[config.mk]
export PLATFORM = sky130hd
export DESIGN_NAME = mqc_capture_seq
export DESIGN_NICKNAME = d
export VERILOG_FILES = /design/src/rtl/mqc_pkg.sv /design/src/rtl/mqc_next_ch.sv /design/src/rtl/mqc_capture_seq.sv
export SDC_FILE = /design/constraint.sdc
export NUM_CORES = 1
export LEC_CHECK = 0
export BUFFER_PORTS_ARGS = -buffer_cell sky130_fd_sc_hd__buf_2
export CAP_MARGIN = 20
export CORE_AREA = 2 2 260 262
export DETAILED_ROUTE_END_ITERATION = 7
export DIE_AREA = 0 0 262 264
export PLACE_DENSITY_LB_ADDON = 0.25
export SLEW_MARGIN = 10
export SYNTH_ARGS = -nofsm -noshare
export SYNTH_HDL_FRONTEND = slang
export SYNTH_SLANG_ARGS = --single-unit
export TNS_END_PERCENT = 30
[constraint.sdc]
create_clock -name iclk_lte -period 4.2 [get_ports iclk_lte]
set_input_delay 1.05 -clock iclk_lte [delete_from_list [all_inputs] [get_ports iclk_lte]]
set_output_delay 1.05 -clock iclk_lte [all_outputs]
set_load 0.01 [all_outputs]
[src/rtl/mqc_pkg.sv]
// Shared types for the LTE-side capture sequencer: FSM states, the
// telemetry header word layout and the telemetry frame-length helper.
// No ports; imported by mqc_capture_seq and mqc_next_ch.
package mqc_pkg;

  typedef enum logic [1:0] {
    S_IDLE  = 2'd0,
    S_TLM   = 2'd1,
    S_IQ    = 2'd2,
    S_READY = 2'd3
  } state_t;

  // Low 32 bits of a telemetry header word; upper buffer bits are zero.
  typedef struct packed {
    logic [15:0] magic;  // [31:16]
    logic [7:0]  seq;    // [15:8]
    logic [7:0]  chan;   // [7:0]
  } hdr_t;

  localparam int unsigned MAX_CH = 256;

  // Words in a telemetry frame: every enabled channel gives seg_len data
  // words plus one header word. Mask is zero-padded up to 256 channels.
  function automatic logic [31:0] f_tlm_len(input logic [MAX_CH-1:0] mask,
                                            input int unsigned seg_len);
    int unsigned n;
    n = 0;
    for (int k = 0; k < MAX_CH; k++) begin
      if (mask[k]) n++;
    end
    return 32'(n * (seg_len + 1));
  endfunction

endpackage

[src/rtl/mqc_next_ch.sv]
// Combinational priority finder: lowest set mask bit above cur_i (or the
// lowest set bit overall when first_i), plus a flag when none remains.
// Latency 0; no backpressure. Ports: mask_i, cur_i, first_i -> nxt_o, last_o.
module mqc_next_ch import mqc_pkg::*; #(
  parameter int pCH_NUM = 17,
  parameter int CH_W    = (pCH_NUM > 1) ? $clog2(pCH_NUM) : 1
) (
  input  logic [pCH_NUM-1:0] mask_i,
  input  logic [CH_W-1:0]    cur_i,
  input  logic               first_i,
  output logic [CH_W-1:0]    nxt_o,
  output logic               last_o
);

  // Descending scan so the lowest qualifying index is the last one written.
  always_comb begin
    nxt_o  = '0;
    last_o = 1'b1;
    for (int k = pCH_NUM - 1; k >= 0; k--) begin
      if (mask_i[k] && (first_i || (k > int'(cur_i)))) begin
        nxt_o  = CH_W'(k);
        last_o = 1'b0;
      end
    end
  end

endmodule

[src/rtl/mqc_capture_seq.sv]
// Capture sequencer: builds telemetry frames (per-channel segments + header)
// or IQ captures into the buffer write port, then holds the frame for the reader.
// Latency: one write per accepted ivalid, issued the following cycle.
// Backpressure: none on the write port; a held frame blocks capture until ird_done.
// Ports: iclk_lte/ireset; ienable, ivalid, itrig_iq, idata_re/im, ich_data,
//        ich_mask, ird_done in; owr_en/addr/data, obuf_ready/mode/len, oseq out.
module mqc_capture_seq import mqc_pkg::*; #(
  parameter int          pDAT_W   = 32,
  parameter int          pIQ_W    = 12,
  parameter int          pCH_NUM  = 17,
  parameter int          pSEG_LEN = 1023,
  parameter int          pIQ_NUM  = 200000,
  parameter int          pADDR_W  = 18,
  parameter logic [15:0] pMAGIC   = 16'hAFA
) (
  input  logic                        iclk_lte,
  input  logic                        ireset,
  input  logic                        ienable,
  input  logic                        ivalid,
  input  logic                        itrig_iq,
  input  logic [pIQ_W-1:0]            idata_re,
  input  logic [pIQ_W-1:0]            idata_im,
  input  logic [pCH_NUM*pDAT_W-1:0]   ich_data,
  input  logic [pCH_NUM-1:0]          ich_mask,
  input  logic                        ird_done,
  output logic                        owr_en,
  output logic [pADDR_W-1:0]          owr_addr,
  output logic [pDAT_W-1:0]           owr_data,
  output logic                        obuf_ready,
  output logic                        obuf_mode,
  output logic [pADDR_W:0]            obuf_len,
  output logic [7:0]                  oseq
);

  localparam int CH_W  = (pCH_NUM > 1) ? $clog2(pCH_NUM) : 1;
  localparam int SEG_W = $clog2(pSEG_LEN + 1);

  state_t               state_q, state_d;
  logic [pCH_NUM-1:0]   mask_q, mask_d;
  logic [pADDR_W-1:0]   addr_q, addr_d;
  logic [CH_W-1:0]      chan_q, chan_d;
  logic [SEG_W-1:0]     seg_q, seg_d;
  logic                 iq_pend_q, iq_pend_d;
  logic                 wr_en_q, wr_en_d;
  logic [pADDR_W-1:0]   wr_addr_q, wr_addr_d;
  logic [pDAT_W-1:0]    wr_data_q, wr_data_d;
  logic                 buf_ready_q, buf_ready_d;
  logic                 buf_mode_q, buf_mode_d;
  logic [pADDR_W:0]     buf_len_q, buf_len_d;
  logic [7:0]           seq_q, seq_d;

  logic [pCH_NUM-1:0]   find_mask;
  logic [CH_W-1:0]      nxt_ch;
  logic                 last_ch;
  hdr_t                 hdr;
  logic [31:0]          iq_word;

  // In idle the finder looks at the live mask to pick the first channel;
  // during a frame it walks the mask latched at frame start.
  assign find_mask = (state_q == S_IDLE) ? ich_mask : mask_q;

  mqc_next_ch #(
    .pCH_NUM (pCH_NUM),
    .CH_W    (CH_W)
  ) u_next_ch (
    .mask_i  (find_mask),
    .cur_i   (chan_q),
    .first_i (state_q == S_IDLE),
    .nxt_o   (nxt_ch),
    .last_o  (last_ch)
  );

  assign hdr     = '{magic: pMAGIC, seq: seq_q, chan: 8'(chan_q)};
  assign iq_word = {16'($signed(idata_re)), 16'($signed(idata_im))};

  always_comb begin
    state_d     = state_q;
    mask_d      = mask_q;
    addr_d      = addr_q;
    chan_d      = chan_q;
    seg_d       = seg_q;
    iq_pend_d   = iq_pend_q;
    wr_en_d     = 1'b0;
    wr_addr_d   = wr_addr_q;
    wr_data_d   = wr_data_q;
    buf_ready_d = buf_ready_q;
    buf_mode_d  = buf_mode_q;
    buf_len_d   = buf_len_q;
    seq_d       = seq_q;

    case (state_q)
      S_IDLE: begin
        if (itrig_iq || iq_pend_q) begin
          state_d   = S_IQ;
          iq_pend_d = 1'b0;
          addr_d    = '0;
        end else if (ienable && (|ich_mask)) begin
          state_d = S_TLM;
          mask_d  = ich_mask;
          addr_d  = '0;
          chan_d  = nxt_ch;
          seg_d   = '0;
        end
      end

      S_TLM: begin
        // IQ request wins: the partial frame is dropped without a header.
        if (itrig_iq) begin
          state_d = S_IQ;
          addr_d  = '0;
        end else if (ivalid) begin
          wr_en_d   = 1'b1;
          wr_addr_d = addr_q;
          addr_d    = addr_q + pADDR_W'(1);
          if (seg_q != SEG_W'(pSEG_LEN)) begin
            wr_data_d = ich_data[int'(chan_q)*pDAT_W +: pDAT_W];
            seg_d     = seg_q + SEG_W'(1);
          end else begin
            wr_data_d = pDAT_W'(hdr);
            seg_d     = '0;
            chan_d    = nxt_ch;
            if (last_ch) begin
              buf_len_d   = {1'b0, addr_q} + (pADDR_W+1)'(1);
              buf_mode_d  = 1'b0;
              buf_ready_d = 1'b1;
              state_d     = S_READY;
            end
          end
        end
      end

      S_IQ: begin
        if (ivalid) begin
          wr_en_d   = 1'b1;
          wr_addr_d = addr_q;
          wr_data_d = pDAT_W'(iq_word);
          addr_d    = addr_q + pADDR_W'(1);
          if (addr_q == pADDR_W'(pIQ_NUM - 1)) begin
            buf_len_d   = (pADDR_W+1)'(pIQ_NUM);
            buf_mode_d  = 1'b1;
            buf_ready_d = 1'b1;
            state_d     = S_READY;
          end
        end
      end

      S_READY: begin
        if (ird_done) begin
          buf_ready_d = 1'b0;
          if (!buf_mode_q) seq_d = seq_q + 8'd1;
          // A trigger arriving with the release skips the idle cycle.
          if (itrig_iq) begin
            state_d   = S_IQ;
            iq_pend_d = 1'b0;
            addr_d    = '0;
          end else begin
            state_d = S_IDLE;
          end
        end else if (itrig_iq) begin
          iq_pend_d = 1'b1;
        end
      end

      default: state_d = S_IDLE;
    endcase
  end

  always_ff @(posedge iclk_lte or negedge ireset) begin
    if (!ireset) begin
      state_q     <= S_IDLE;
      mask_q      <= '0;
      addr_q      <= '0;
      chan_q      <= '0;
      seg_q       <= '0;
      iq_pend_q   <= 1'b0;
      wr_en_q     <= 1'b0;
      wr_addr_q   <= '0;
      wr_data_q   <= '0;
      buf_ready_q <= 1'b0;
      buf_mode_q  <= 1'b0;
      buf_len_q   <= '0;
      seq_q       <= '0;
    end else begin
      state_q     <= state_d;
      mask_q      <= mask_d;
      addr_q      <= addr_d;
      chan_q      <= chan_d;
      seg_q       <= seg_d;
      iq_pend_q   <= iq_pend_d;
      wr_en_q     <= wr_en_d;
      wr_addr_q   <= wr_addr_d;
      wr_data_q   <= wr_data_d;
      buf_ready_q <= buf_ready_d;
      buf_mode_q  <= buf_mode_d;
      buf_len_q   <= buf_len_d;
      seq_q       <= seq_d;
    end
  end

  assign owr_en     = wr_en_q;
  assign owr_addr   = wr_addr_q;
  assign owr_data   = wr_data_q;
  assign obuf_ready = buf_ready_q;
  assign obuf_mode  = buf_mode_q;
  assign obuf_len   = buf_len_q;
  assign oseq       = seq_q;

endmodule

* Yosys cells after proc, flatten, opt, wreduce, memory -nomap -nowiden
Cells that the tools add are included.
** Cells by class
- Magnitude comparators :: 16
- Muxes and demuxes :: 101
- Reduce and logical (&&, ||, !) cells :: 52
- Shift-type cells :: 1
- Add/subtract/negate cells :: 4
- Eq/ne operators :: 20
- Bitwise operators :: 2
** Operator list (number)
- indexed part select 544 x 11 -> 32 bit :: 1
- 2-to-1 mux 18 bit :: 8
- 2-to-1 mux 32 bit :: 4
- 2-to-1 mux 19 bit :: 6
- 2-to-1 mux 5 bit :: 22
- one-hot mux 18 bit (4 select lines) :: 1
- one-hot mux 32 bit (2 select lines) :: 1
- 2-to-1 mux 10 bit :: 5
- > comparator 4 x 5 -> 1 bit, first input constant :: 8
- one-hot mux 19 bit (2 select lines) :: 1
- one-hot mux 18 bit (2 select lines) :: 1
- 2-to-1 mux 1 bit :: 34
- inequality test 2 bit, second input constant :: 11
- > comparator 3 x 5 -> 1 bit, first input constant :: 4
- 2-to-1 mux 2 bit :: 10
- one-hot mux 10 bit (2 select lines) :: 1
- adder 18 x 1 -> 19 bit, second input constant :: 1
- adder 18 x 1 -> 18 bit, second input constant :: 1
- equality test 18 bit, second input constant :: 1
- logical AND 1 bit :: 18
- logical OR 1 bit :: 17
- 2-to-1 mux 17 bit :: 1
- OR reduction 17 bit :: 1
- AND reduction 7 bit :: 2
- 23 further kinds :: 36
** Word-level totals
- Bits of input ports :: 591
- Register bits :: 133
- Logic and storage cells :: 209

* Logic depth before layout (Yosys ltp)
- Word-level depth :: 25
- Depth in mapped cells :: 11

* By module
Synthesis repeated with hierarchy kept, for this count alone.
** Unflattened totals
- Cells, all modules :: 1111
- Area, all modules :: 11708.7 um^2
** Modules (own cells, without submodules)
- mqc_capture_seq :: instances 1, sequential area each 3328.2 um^2, area each 11109.4 um^2, cells each 1015
- mqc_next_ch :: instances 1, sequential area each 0.0 um^2, area each 599.3 um^2, cells each 96

* Worst setup path after synthesis
OpenSTA, ideal clock, no wires.
- Path type :: input-to-reg
- From :: input port ich_mask[10]
- To :: register mask_q[10]
- Library setup time :: 0.125 ns
- Path buffers :: 2
- Path slack :: 1.404 ns
- Arrival :: 2.671 ns
- Stages :: 6
- Data required time :: 4.075 ns
- Path through :: nor4_1 > nand3_1 > o211ai_1 > clkbuf_1 > clkbuf_1 > mux2_2
** On the way
- Cells in the longest elaborated chain, start to end :: 3
** RTL lines
- start, declared :: RTL line mqc_capture_seq.sv:24 : input logic [pCH_NUM-1:0] ich_mask,
- OR reduction 17 bit :: RTL line mqc_capture_seq.sv:97 : end else if (ienable && (|ich_mask)) begin
- logical AND 1 bit :: RTL line mqc_capture_seq.sv:97
- AND reduction 3 bit (no source line)
- end signal, assigned :: RTL line mqc_capture_seq.sv:185 : mask_q <= mask_d;
- end, declared :: RTL line mqc_capture_seq.sv:39 : logic [pCH_NUM-1:0] mask_q, mask_d;
Several ways; a longest one is shown, not always the timed one.
A chain may end at the register's enable or synchronous reset.

* Final worst setup path
- From :: register chan_q[0]
- To :: register wr_data_q[27], in the netlist owr_data[27]
** On the way
- Cells in the longest elaborated chain, start to end :: 5
** RTL lines
- start, declared :: RTL line mqc_capture_seq.sv:41 : logic [CH_W-1:0] chan_q, chan_d;
- start signal, assigned :: RTL line mqc_capture_seq.sv:187 : chan_q <= chan_d;
- indexed part select 544 x 11 -> 32 bit :: RTL line mqc_capture_seq.sv:116 : wr_data_d = ich_data[int'(chan_q)*pDAT_W +: pDAT_W];
- 2-to-1 mux 32 bit :: RTL line mqc_capture_seq.sv:115 : if (seg_q != SEG_W'(pSEG_LEN)) begin
- 2-to-1 mux 32 bit :: RTL line mqc_capture_seq.sv:111 : end else if (ivalid) begin
- 2-to-1 mux 32 bit :: RTL line mqc_capture_seq.sv:108 : if (itrig_iq) begin
- one-hot mux 32 bit (2 select lines) :: RTL line mqc_capture_seq.sv:91 : case (state_q)
- end signal, assigned :: RTL line mqc_capture_seq.sv:192 : wr_data_q <= wr_data_d;
- end, declared :: RTL line mqc_capture_seq.sv:46 : logic [pDAT_W-1:0] wr_data_q, wr_data_d;
No other way between the ends. The select of a mux whose other input is x is not followed.

==> flow_summary.yaml <==
critical_path:
  path_max_fanout: 60
  cp-start-kind: "register"
  worstReg2RegStart: "chan_q[0]$_DFFE_PN0P_"
  arrival_ps: 3750
  required_ps: 4510
  critPathKind: "reg2reg"
  end_kind: "register"
  startpoint: "chan_q[0]$_DFFE_PN0P_"
  r2r_cells: 6
drt:
  wl_per_cell_um: 30.1
  drt-vias-per-instance: 4.85
  ant_nets: 0
  drt_iter0_markers: 1039
  drcViolationCount: 0
  drt_first_pass_iters: 6
  wl_mm: 76.0
  num_vias: 12300
synth:
  synth_top_cell_by_area: "mux4_2"
  ys_seq_area_share_pct: 30.2
  syn_area_mm2: 0.0109
  synth_nets: 1595
  synth_edf_count: 0
  yosys_register_bits: 132
  synthArstFlopShare_pct: 100
  ys_top_cells_by_count: "mux4_2, dfrtp_1, nand2_1"
  synth_ff_type: "dfrtp_1"
  synth_cell_types: 68
  yosys-top-cells-area: "mux4_2, dfrtp_1, nand2_1, o21ai_0, mux2_2"
  synth_most_common_cell: "mux4_2"
  yosysWarnings: 0
  synth.avg_cell_area_um2: 11.0
  synth_top_area_share_pct: 30.7
  synth_cells: 997
clocking:
  root_buffer: "clkbuf_16"
  clock_path_buffers: 2
  cts_max_level: 4
  hold_buffers: 0
  cts_resized: 0
  clk_pin_slew_ps: 60
  clock_latency_ps: 440
  numCtsBuffers: 17
  cts.sinks: 132
  post_cts_buffers: 0
  cts_tree: "yes"
timing:
  rsz0062_at_grt: "false"
  setup_viol: 0
  max_freq_mhz: 291
  fin_setup_tns_ps: 0
  slew_headroom_pct: 37.5
  finalHoldViolCount: 0
  finalCritPeriodShare_pct: 81.8
  final.setup_skew_ps: 7.84
  period_needed_ps: 3440
  finalMaxSlewViolations: 0
  hold_ws_ps: 469
  tightest_slew_ps: 938
worst_hold_path:
  holdPathStages: 2
  hp-start: "owr_addr[7]$_DFFE_PN0P_"
  hp-class: "reg2reg"
pwr:
  p_leak_nw: 7.22
  vdd_drop_max_mv: 0.265
  power_density_mw_per_mm2: 606
global_routing:
  grt_max_degree: 72
  grt_overflow_total: 0
  antenna_found_initial: 51
  track_usage_pct: 21.7
  grt_pass1_wl_mm: 103
  grt_pass1_vias: 12400
placed_design:
  gp_congestion: 1.02
  hpwl_mm: 64.7
  io_buffers: 670
floorplan:
  die_width_um: 262
  core_mm2: 0.0666
  fp-row-count: 95
  chipHeight_um: 264
  io_pins: 671
  die-area_mm2: 0.0692
  initial_core_util_pct: 16.4
final_layout:
  syn2layout_area_growth_pct: 46.0
  layout.nets: 2228
  fill_cells: 7304
  layout-drive-gt1-share_pct: 57.2
outcome:
  outcome: "complete, no violations"
run:
  maxCapViolations: 0
-- final timing paths --
path	end	slack [ps]
min	owr_addr[7]$_DFFE_PN0P_	470
max in group asynchronous	obuf_len[11]$_DFFE_PN0P_	2750
min reg2reg	owr_addr[7]$_DFFE_PN0P_	470
min in group asynchronous	mask_q[12]$_DFFE_PN0P_	650
max	owr_data[27]$_DFFE_PN0P_	760
max reg2reg	owr_data[27]$_DFFE_PN0P_	760
-- layout make-up --
class / count / area [um^2] / area share [%]
repair buffers: 704 / 3660 / 23.0
well taps: 873 / 1090 / 6.85
inverters: 23 / 86.3 / 0.541
clock inverters: 10 / 156 / 0.980
flip-flops and latches: 132 / 3320 / 20.8
multi-input cells: 752 / 7160 / 44.9
clock buffers: 21 / 450 / 2.82
diodes: 10 / 25.0 / 0.157
-- routing by layer --
| metal | vias to the layer above | share of wire (%) | GRT usage [%] | wire length [um] |
|---|---|---|---|---|
| met1 | 6223 | 42 | 28.4 | 31800 |
| met3 | 125 | 6.0 | 3.80 | 4550 |
| met4 | 12 | 1.8 | 3.85 | 1400 |
| li1 | 5232 | - | - | - |
| met2 | 659 | 50 | 37.4 | 38200 |
| met5 | - | 0.10 | 0 | 79 |
-- flip-flops by register name, summed over array words and instances (netlist names) --
signal,count
owr_data,32
obuf_len,19
addr_q,18
owr_addr,18
mask_q,16
seg_q,10
oseq,8
chan_q,5
state_q,2
iq_pend_q,1
obuf_mode,1
obuf_ready,1
owr_en,1
-- worst max-delay path: stages (launching register included) --
cell	delay [ps]
dfrtp_4	680
buf_12	420
buf_4	380
mux4_2	650
mux4_2	520
a221oi_1	430
nor2_1	100
-- through the flow --
stage,power [mW],setup slack [ps],utilization (%),area (um^2),cells
after floorplan,5.69,1400,-,10900,997
after global placement,8.14,723,23.0,15300,2484
after detailed placement,8.16,701,23.0,15300,2484
after CTS,9.81,685,23.9,15900,2515
after global routing,10.3,457,23.9,15900,2518
final,9.67,763,24.0,16000,2525
-- layout by cell type (no fill, tap or decap), types with 6 or more instances in the layout --
| cell type | n |
|---|---|
| and3_1 | 17 |
| dfrtp_1 | 128 |
| ha_1 | 6 |
| mux4_2 | 149 |
| inv_1 | 22 |
| o31ai_1 | 10 |
| xnor2_1 | 15 |
| buf_2 | 669 |
| mux2_2 | 25 |
| nand3_1 | 23 |
| a22o_1 | 27 |
| a221oi_1 | 18 |
| a211oi_1 | 10 |
| a31oi_1 | 6 |
| diode_2 | 10 |
| xor2_1 | 12 |
| nand2_1 | 120 |
| nand4_1 | 13 |
| buf_4 | 30 |
| a21oi_1 | 45 |
| a22oi_1 | 17 |
| clkbuf_16 | 17 |
| nor3_1 | 23 |
| nor2_1 | 49 |
| o21ai_0 | 62 |
| o211ai_1 | 10 |
-- report_power, final --
part / switching (mW) / leakage, nW / internal, mW / total [mW]
Clock: 0.621 / 0.297 / 1.00 / 1.62
Combinational: 3.34 / 5.24 / 2.65 / 5.99
Sequential: 0.459 / 1.69 / 1.60 / 2.06
-- cell families after synthesis --
| kind of cell | Yosys count | share of synthesized area [%] |
|---|---|---|
| AND/OR/NAND/NOR | 290 | 13.0 |
| adder cells (fa/ha/maj) | 7 | 0.802 |
| XOR/XNOR | 27 | 2.16 |
| multiplexers | 178 | 33.7 |
| buffers and inverters | 113 | 4.41 |
| flip-flops | 132 | 30.2 |
| AO/OA/AOI/OAI | 250 | 15.7 |
(Power assumes the default switching activity.)
